--- config.mk ---
export PLATFORM = sky130hd
export DESIGN_NAME = vram_blitter
export DESIGN_NICKNAME = d
export VERILOG_FILES = /design/src/rtl/video_pkg.sv /design/src/rtl/vram_blitter.sv
export SDC_FILE = /design/constraint.sdc
export NUM_CORES = 1
export LEC_CHECK = 0
export ABC_AREA = 0
export BUFFER_PORTS_ARGS = -buffer_cell sky130_fd_sc_hd__buf_2
export CORE_UTILIZATION = 49
export CTS_CLUSTER_SIZE = 20
export DETAILED_ROUTE_END_ITERATION = 8
export PLACE_DENSITY = 0.9
export SYNTH_ARGS = -nofsm -noshare
export SYNTH_HDL_FRONTEND = slang
export SYNTH_SLANG_ARGS = --single-unit
--- constraint.sdc ---
create_clock -name wclk -period 5.15 [get_ports wclk]
set_input_delay 0.2575 -clock wclk [delete_from_list [all_inputs] [get_ports wclk]]
set_output_delay 0.2575 -clock wclk [all_outputs]
set_load 0.05 [all_outputs]
--- src/rtl/video_pkg.sv ---
// video_pkg: tile-map geometry, blitter op encoding and blitter state encoding,
// shared between the VRAM blitter and the video unit.
// Optional feature macro: BLIT_COPY_EN (adds the copy states to the state enum).
package video_pkg;

  localparam int TILES_H   = 28;
  localparam int TILES_V   = 18;
  localparam int BPP       = 2;
  localparam int VRAM_SIZE = (TILES_H * TILES_V * BPP) / 8;

  typedef enum logic {
    OP_FILL = 1'b0,
    OP_COPY = 1'b1
  } blit_op_e;

`ifdef BLIT_COPY_EN
  typedef enum logic [2:0] {
    ST_IDLE     = 3'd0,
    ST_FILL     = 3'd1,
    ST_COPY_RD  = 3'd2,
    ST_COPY_LAT = 3'd3,
    ST_COPY_WR  = 3'd4,
    ST_DONE     = 3'd5
  } blit_state_e;
`else
  typedef enum logic [1:0] {
    ST_IDLE = 2'd0,
    ST_FILL = 2'd1,
    ST_DONE = 2'd2
  } blit_state_e;
`endif

endpackage

--- src/rtl/vram_blitter.sv ---
// vram_blitter: fill / copy engine sharing VRAM port 1 with the CPU.
// The CPU always wins the port; the blitter simply freezes while cpu_en is high.
// Optional feature macro: BLIT_COPY_EN enables the copy operation and its
// read/latency/write states plus the data latch. Without it a copy command
// completes immediately without touching VRAM.
module vram_blitter #(
  parameter int VRAM_SIZE = video_pkg::VRAM_SIZE,
  parameter int ADDR_W    = $clog2(VRAM_SIZE)
) (
  input  logic              wclk,
  input  logic              rst_n,
  input  logic              cpu_en,
  input  logic              cpu_we,
  input  logic [ADDR_W-1:0] cpu_addr,
  input  logic [7:0]        cpu_wdata,
  output logic [7:0]        cpu_rdata,
  input  logic              cmd_valid,
  output logic              cmd_ready,
  input  logic              cmd_op,
  input  logic [ADDR_W-1:0] cmd_dst,
  input  logic [ADDR_W-1:0] cmd_src,
  input  logic [ADDR_W:0]   cmd_len,
  input  logic [7:0]        cmd_fill,
  input  logic              cmd_abort,
  output logic [ADDR_W-1:0] vram_addr,
  output logic [7:0]        vram_wdata,
  output logic              vram_wenable,
  input  logic [7:0]        vram_rdata,
  output logic              busy,
  output logic              done
);

  localparam logic [ADDR_W:0] LEN_ONE = (ADDR_W+1)'(1);

  video_pkg::blit_state_e state_q, state_d;
  logic [ADDR_W-1:0] dst_q, dst_d;
  logic [ADDR_W:0]   rem_q, rem_d;
  logic [7:0]        fill_q, fill_d;

`ifdef BLIT_COPY_EN
  logic [ADDR_W-1:0] src_q, src_d;
  logic [7:0]        latch_q, latch_d;
`else
  logic src_unused;
  assign src_unused = ^cmd_src;
`endif

  logic              stall;
  logic              blit_we;
  logic [ADDR_W-1:0] blit_addr;
  logic [7:0]        blit_wdata;

  assign stall = cpu_en;

  // Addresses walk through VRAM and wrap from the last byte back to byte 0.
  function automatic logic [ADDR_W-1:0] wrap_inc(input logic [ADDR_W-1:0] a);
    if (a >= ADDR_W'(VRAM_SIZE - 1)) begin
      return '0;
    end
    return a + ADDR_W'(1);
  endfunction

  // State, counters and latch; reset drops any command in flight.
  always_ff @(posedge wclk or negedge rst_n) begin
    if (!rst_n) begin
      state_q <= video_pkg::ST_IDLE;
      dst_q   <= '0;
      rem_q   <= '0;
      fill_q  <= '0;
`ifdef BLIT_COPY_EN
      src_q   <= '0;
      latch_q <= '0;
`endif
    end else begin
      state_q <= state_d;
      dst_q   <= dst_d;
      rem_q   <= rem_d;
      fill_q  <= fill_d;
`ifdef BLIT_COPY_EN
      src_q   <= src_d;
      latch_q <= latch_d;
`endif
    end
  end

  // Next-state logic: accept in IDLE, advance only when the CPU leaves the port free.
  always_comb begin
    state_d = state_q;
    dst_d   = dst_q;
    rem_d   = rem_q;
    fill_d  = fill_q;
`ifdef BLIT_COPY_EN
    src_d   = src_q;
    latch_d = latch_q;
`endif
    unique case (state_q)
      video_pkg::ST_IDLE: begin
        if (cmd_valid) begin
          dst_d  = cmd_dst;
          rem_d  = cmd_len;
          fill_d = cmd_fill;
`ifdef BLIT_COPY_EN
          src_d  = cmd_src;
`endif
          if (cmd_len == '0) begin
            state_d = video_pkg::ST_DONE;
          end else if (cmd_op == video_pkg::OP_FILL) begin
            state_d = video_pkg::ST_FILL;
          end else begin
`ifdef BLIT_COPY_EN
            state_d = video_pkg::ST_COPY_RD;
`else
            state_d = video_pkg::ST_DONE;
`endif
          end
        end
      end
      video_pkg::ST_FILL: begin
        if (cmd_abort) begin
          state_d = video_pkg::ST_DONE;
        end else if (!stall) begin
          dst_d = wrap_inc(dst_q);
          rem_d = rem_q - LEN_ONE;
          if (rem_q == LEN_ONE) begin
            state_d = video_pkg::ST_DONE;
          end
        end
      end
`ifdef BLIT_COPY_EN
      video_pkg::ST_COPY_RD: begin
        if (cmd_abort) begin
          state_d = video_pkg::ST_DONE;
        end else if (!stall) begin
          src_d   = wrap_inc(src_q);
          state_d = video_pkg::ST_COPY_LAT;
        end
      end
      video_pkg::ST_COPY_LAT: begin
        if (cmd_abort) begin
          state_d = video_pkg::ST_DONE;
        end else begin
          latch_d = vram_rdata;
          state_d = video_pkg::ST_COPY_WR;
        end
      end
      video_pkg::ST_COPY_WR: begin
        if (cmd_abort) begin
          state_d = video_pkg::ST_DONE;
        end else if (!stall) begin
          dst_d = wrap_inc(dst_q);
          rem_d = rem_q - LEN_ONE;
          if (rem_q == LEN_ONE) begin
            state_d = video_pkg::ST_DONE;
          end else begin
            state_d = video_pkg::ST_COPY_RD;
          end
        end
      end
`endif
      video_pkg::ST_DONE: begin
        state_d = video_pkg::ST_IDLE;
      end
      default: begin
        state_d = video_pkg::ST_IDLE;
      end
    endcase
  end

  // Blitter's own view of the port: which address it presents and whether it writes.
  always_comb begin
    blit_we    = 1'b0;
    blit_addr  = '0;
    blit_wdata = fill_q;
    unique case (state_q)
      video_pkg::ST_IDLE: begin
        blit_addr = '0;
      end
      video_pkg::ST_FILL: begin
        blit_addr = dst_q;
        blit_we   = 1'b1;
      end
`ifdef BLIT_COPY_EN
      video_pkg::ST_COPY_RD: begin
        blit_addr = src_q;
      end
      video_pkg::ST_COPY_LAT: begin
        blit_addr = dst_q;
      end
      video_pkg::ST_COPY_WR: begin
        blit_addr  = dst_q;
        blit_we    = 1'b1;
        blit_wdata = latch_q;
      end
`endif
      video_pkg::ST_DONE: begin
        blit_addr = dst_q;
      end
      default: begin
        blit_addr = '0;
      end
    endcase
  end

  assign vram_addr    = cpu_en ? cpu_addr  : blit_addr;
  assign vram_wdata   = cpu_en ? cpu_wdata : blit_wdata;
  assign vram_wenable = cpu_en ? cpu_we    : blit_we;
  assign cpu_rdata    = vram_rdata;

  assign cmd_ready = (state_q == video_pkg::ST_IDLE);
  assign busy      = (state_q != video_pkg::ST_IDLE);
  assign done      = (state_q == video_pkg::ST_DONE);

endmodule

## Yosys cells after proc, flatten, opt, wreduce, memory -nomap -nowiden

Index checks and enable logic that the tools add are counted.

| operators by class | value |
|---|---|
| div/mod/pow operators | 0 |
| order comparisons | 1 |
| reductions and logical operators | 8 |
| equality and inequality tests | 8 |
| add/sub/neg operators | 2 |
| shift-type cells | 0 |
| multiplexer cells | 26 |
| bitwise gates (word level) | 0 |
| multipliers | 0 |

Operators by type and width:

| kind | number |
|---|---|
| $mux W7 | 7 |
| $mux W8 | 4 |
| $pmux W8 S2 | 1 |
| $pmux W7 S2 | 1 |
| $mux W2 | 6 |
| $eq A8 B1 Y1 const B | 1 |
| $logic_not A8 Y1 | 1 |
| $sub A8 B1 Y8 const B | 1 |
| $add A7 B1 Y7 const B | 1 |
| $ge A7 B7 Y1 const B | 1 |
| $mux W1 | 6 |
| $ne A2 B2 Y1 const B | 3 |
| $ne A3 B3 Y1 const B | 2 |
| $pmux W2 S2 | 1 |
| $reduce_and A4 Y1 | 1 |
| $reduce_bool A2 Y1 | 2 |
| $reduce_and A3 Y1 | 1 |
| $eq A2 B1 Y1 const B | 1 |
| $eq A2 B2 Y1 const B | 1 |
| $logic_not A2 Y1 | 1 |
| $reduce_and A2 Y1 | 1 |
| $reduce_or A2 Y1 | 1 |

| storage, ports and cells | value |
|---|---|
| word-level logic and storage cells | 49 |
| input bits | 60 |
| output and inout bits | 27 |
| register bits | 25 |
| RAM bits | 0 |
| memory bits (read-only) | 0 |
| memories kept | 0 |
| latch bits | 0 |

## Longest topological paths before layout

| logic depth | value |
|---|---|
| depth in word-level cells | 9 |
| depth in mapped cells | 9 |

## Worst setup path before layout

OpenSTA, ideal clock, no wires.

| timing path | value |
|---|---|
| path kind | reg-to-output |
| start point | register state_q[1] |
| end point | output vram_wenable |
| data required time | 4.893 ns |
| path slack | 2.581 ns |
| stages on the path, launching flop included | 7 |
| data arrival time | 2.311 ns |
| buffers on the path | 2 |
| cells stage by stage | dfrtp_1 > inv_1 > ha_1 > clkbuf_1 > inv_1 > clkbuf_1 > o21ai_0 |

| on the way | value |
|---|---|
| cells in the longest elaborated chain, start to end | 3 |

Ends and longest elaborated chain:

| element | line | source |
|---|---|---|
| start: declaration | vram_blitter.sv:35 | `video_pkg::blit_state_e state_q, state_d;` |
| start signal: assignment | vram_blitter.sv:66 | `state_q <= video_pkg::ST_IDLE;` |
| start signal: assignment | vram_blitter.sv:75 | `state_q <= state_d;` |
| $eq A2 B1 Y1 | vram_blitter.sv:174 | `unique case (state_q)` |
| $mux W1 | vram_blitter.sv:174 |  |
| $mux W1 | vram_blitter.sv:206 | `assign vram_wenable = cpu_en ? cpu_we : blit_we;` |
| end: declaration | vram_blitter.sv:27 | `output logic vram_wenable,` |

No other way between the ends.

## Final worst setup path

Ends and elaborated chain as after synthesis.

==> metrics <==
Worst-Margin Slew 0.962 ns; hold buffer count at CTS 1; cell mode on critical path inv_1; PostCTS Resize Cnt 0; placement row count 21; class of the most critical hold timing path input port to register; combinational group share of total power 0.590; Synth cell types 40; outcome complete, no violations; hold path startpoint cmd_fill[1]; worst reg2reg setup slack 2.84 ns; depth of the worst hold-timing path 2; worst slack after detailed placement 2.80 ns; delay of the slowest cell on the worst path 0.60 ns; clock tree from TritonCTS yes; DIE AREA 3730 µm²; number of nets still failing antenna checks after routing 0; critical path capture point vram_wenable; number of enable-type register cells in the synthesized netlist 0; clock latency reported for the late side of the worst-skew pair 0.32 ns; Yosys warning count 0; final slew viol count 0; number of levels the H-tree was split into 1; arrival time worst endpoint 2.37 ns; Vias per Instance 5.65; pin count of the biggest net entering global routing 27; share of cells above drive strength 1 0.355; routability cong. 0.834; PD cells 585 nW/µm²; first-pass GRT wire length 6.29 mm; maximum net fanout on the critical path 20; worst vdd rail ir drop 273 µV; Leak Pwr 0.920 nW; Total GRT Usage 0.225; vias in the first global route 1,438; remaining max-slew budget at the tightest pin 0.356; synthesized net count 265; I/O Pins 87; CTS Sinks 25; Core Box Area 3340 µm²; Post-Syn Area 1710 µm²; top_reg_cell synth dfrtp_1; clock buffer depth 2; share of total power in sequential cells 0.332; flop and latch count out of synthesis 25; placed wire-length estimate 2.98 mm; number of instances in the synthesized netlist 198; gr ovfl total 0; internal power consumption 564 µW; FMAX 380 MHz; synthesized area per cell 8.64 µm²; switching power as a share of total power 0.522; worst-case reg-to-reg path depth 6; number of DRC markers after the initial detailed-route iteration 73; minimum setup slack in the final design 2.52 ns; net switching power 617 µW; number of search-and-repair iterations in the first detailed-routing pass 4; Cell Area, Placed 1980 µm²; vias after detailed routing 1,661; Async S/R FF share, synth 1.00; critical path capture point type primary output; proportion of synthesized chip area in sequential cells 0.365; power share of the clock group 0.078; slowest cell on the critical path ha_1; DRC violations left 0; critical path required time 4.89 ns; number of maximum-capacitance constraint violations 0; Fin. Hold Viols 0; number of port buffers 63; Setup crit start kind register; clock tree skew after final layout 0.00132 ns; clock root cell clkbuf_4; RSZ-0062 raised after global routing no; Die H 61.1 µm; Crit. Startpoint state_q[1]; setup TNS 0 ns; CTS clk-pin slew, worst paths 0.14 ns; number of antenna violations at the first check in global routing 0; final critical path time including I/O delays and setup 2.63 ns; utilization after layout 0.605; Worst Setup Path Type register to primary output; final-report setup violation count 0; sequence of cells on the critical path inv_1 -> ha_1 -> inv_1 -> o21ai_0 -> buf_2; effective utilization at floorplan 0.513; final layout net count 316; Period Utilization, post-route 0.511; count of inserted antenna diode cells 0; RR Startpoint state_q[1]; total power after layout 1.18 mW; destination of the worst register-to-register timing path rem_q[3]; width of the die 61.1 µm; # Post-CTS Setup Buffers 0; final routed wire length divided by cell count 13.7 µm; finished layout cell area 2020 µm²; wire length reported by the detailed router 4.04 mm; Num CTS Buffers 3; synthesis-to-layout area growth 18.0%
synthesized netlist by cell type, drive strengths merged (2+ instances only):
cell type	n	share of area
a211oi	2	0.0088
a21oi	7	0.020
a22o	2	0.010
buf	13	0.050
clkbuf	5	0.011
dfrtp	25	0.37
ha	7	0.051
inv	11	0.024
mux2	16	0.11
nand2	27	0.059
nand2b	2	0.0073
nand3	6	0.018
nand4	2	0.0073
nor2	8	0.018
nor2b	2	0.0073
nor3	8	0.023
nor4	3	0.011
o211ai	4	0.018
o21ai	20	0.058
o22ai	6	0.022
o2bb2ai	2	0.010
or2	4	0.015
or4	3	0.015
metrics by stage:
stage	hold slack [ns]	cells
after floorplan	-0.0381	198
after global placement	0.279	289
after detailed placement	0.282	289
after CTS	0.144	294
after global routing	0.139	294
final	0.151	294
final cells by class:
type,instances,area [µm²]
Clock buffer,3,22.5
Clock inverter,1,7.51
Fill cell,312,1320
Inverter,11,41.3
Multi-Input combinational cell,144,940
Sequential cell,25,626
Tap cell,46,57.6
Timing Repair Buffer,64,325
worst min path at each step:
stage,slack (ns),endpoint
2_1_floorplan,-0.04,blit_wdata[0]
3_3_place_gp,0.28,blit_wdata[1]
3_5_place_dp,0.28,blit_wdata[7]
4_1_cts,0.14,blit_wdata[3]
5_1_grt,0.14,blit_wdata[3]
6_report,0.15,blit_wdata[1]
placed cells by master, fill, tap and decap left out:
cell           synthesis  layout
o31a_1                 1       1
mux2_2                16      16
o21ai_1                2       2
a22o_1                 2       2
o21a_1                 1       1
and4_1                 1       1
a211oi_1               2       2
dfrtp_1               25      25
o211a_1                1       1
nand2b_1               2       2
a32o_1                 1       1
buf_2                  3      63
o22ai_1                6       6
or4_4                  1       1
ha_1                   7       7
o2bb2ai_1              2       2
or3b_1                 1       1
a211o_1                1       1
o31ai_1                1       1
o211ai_1               4       4
dlygate4sd3_1          0       1
clkinvlp_4             0       1
nor2_1                 8       8
a2bb2oi_1              1       1
a22oi_1                1       1
nor3b_1                1       1
o21bai_1               1       1
a21oi_1                7       7
o221ai_1               1       1
nor4_1                 3       3
inv_1                 11      11
nand4_1                2       2
nand3_1                6       6
nor2b_1                2       2
or4_1                  2       2
or2_2                  4       4
nand2_1               27      27
clkbuf_4               0       3
nor3_1                 8       8
o21ai_0               18      18
critical path, delay by kind of cell (launching register included):
kind                     cells  cell delay [ns]
buffers and inverters        3             0.80
adder cells (fa/ha/maj)      1             0.60
flip-flops                   1             0.41
AO/OA/AOI/OAI                1             0.23
power groups by stage:
stage / registers, mW / clock network [mW] / logic, mW
2_1_floorplan: 0.366 / 0 / 0.590
3_3_place_gp: 0.389 / 0 / 0.673
3_5_place_dp: 0.394 / 0 / 0.696
4_1_cts: 0.390 / 0.0943 / 0.696
5_1_grt: 0.409 / 0.101 / 0.773
6_report: 0.392 / 0.0924 / 0.697
sequential cells by signal, summed over array words and instances (netlist names):
| name | count |
|---|---|
| rem_q | 8 |
| state_q | 2 |
| dst_q | 7 |
| blit_wdata | 8 |
per-layer routing:
layer	GRT usage	routed length (µm)
met3	0.0273	208
met5	0	0
met2	0.384	2070
met4	0.0877	49
met1	0.291	1710
logic make-up after synthesis:
family                   synth area share
AND/OR/NAND/NOR                     0.195
AO/OA/AOI/OAI                       0.197
buffers and inverters              0.0855
flip-flops                          0.365
multiplexers                        0.105
adder cells (fa/ha/maj)            0.0512
Note: power is estimated with default switching activity, not from simulation.
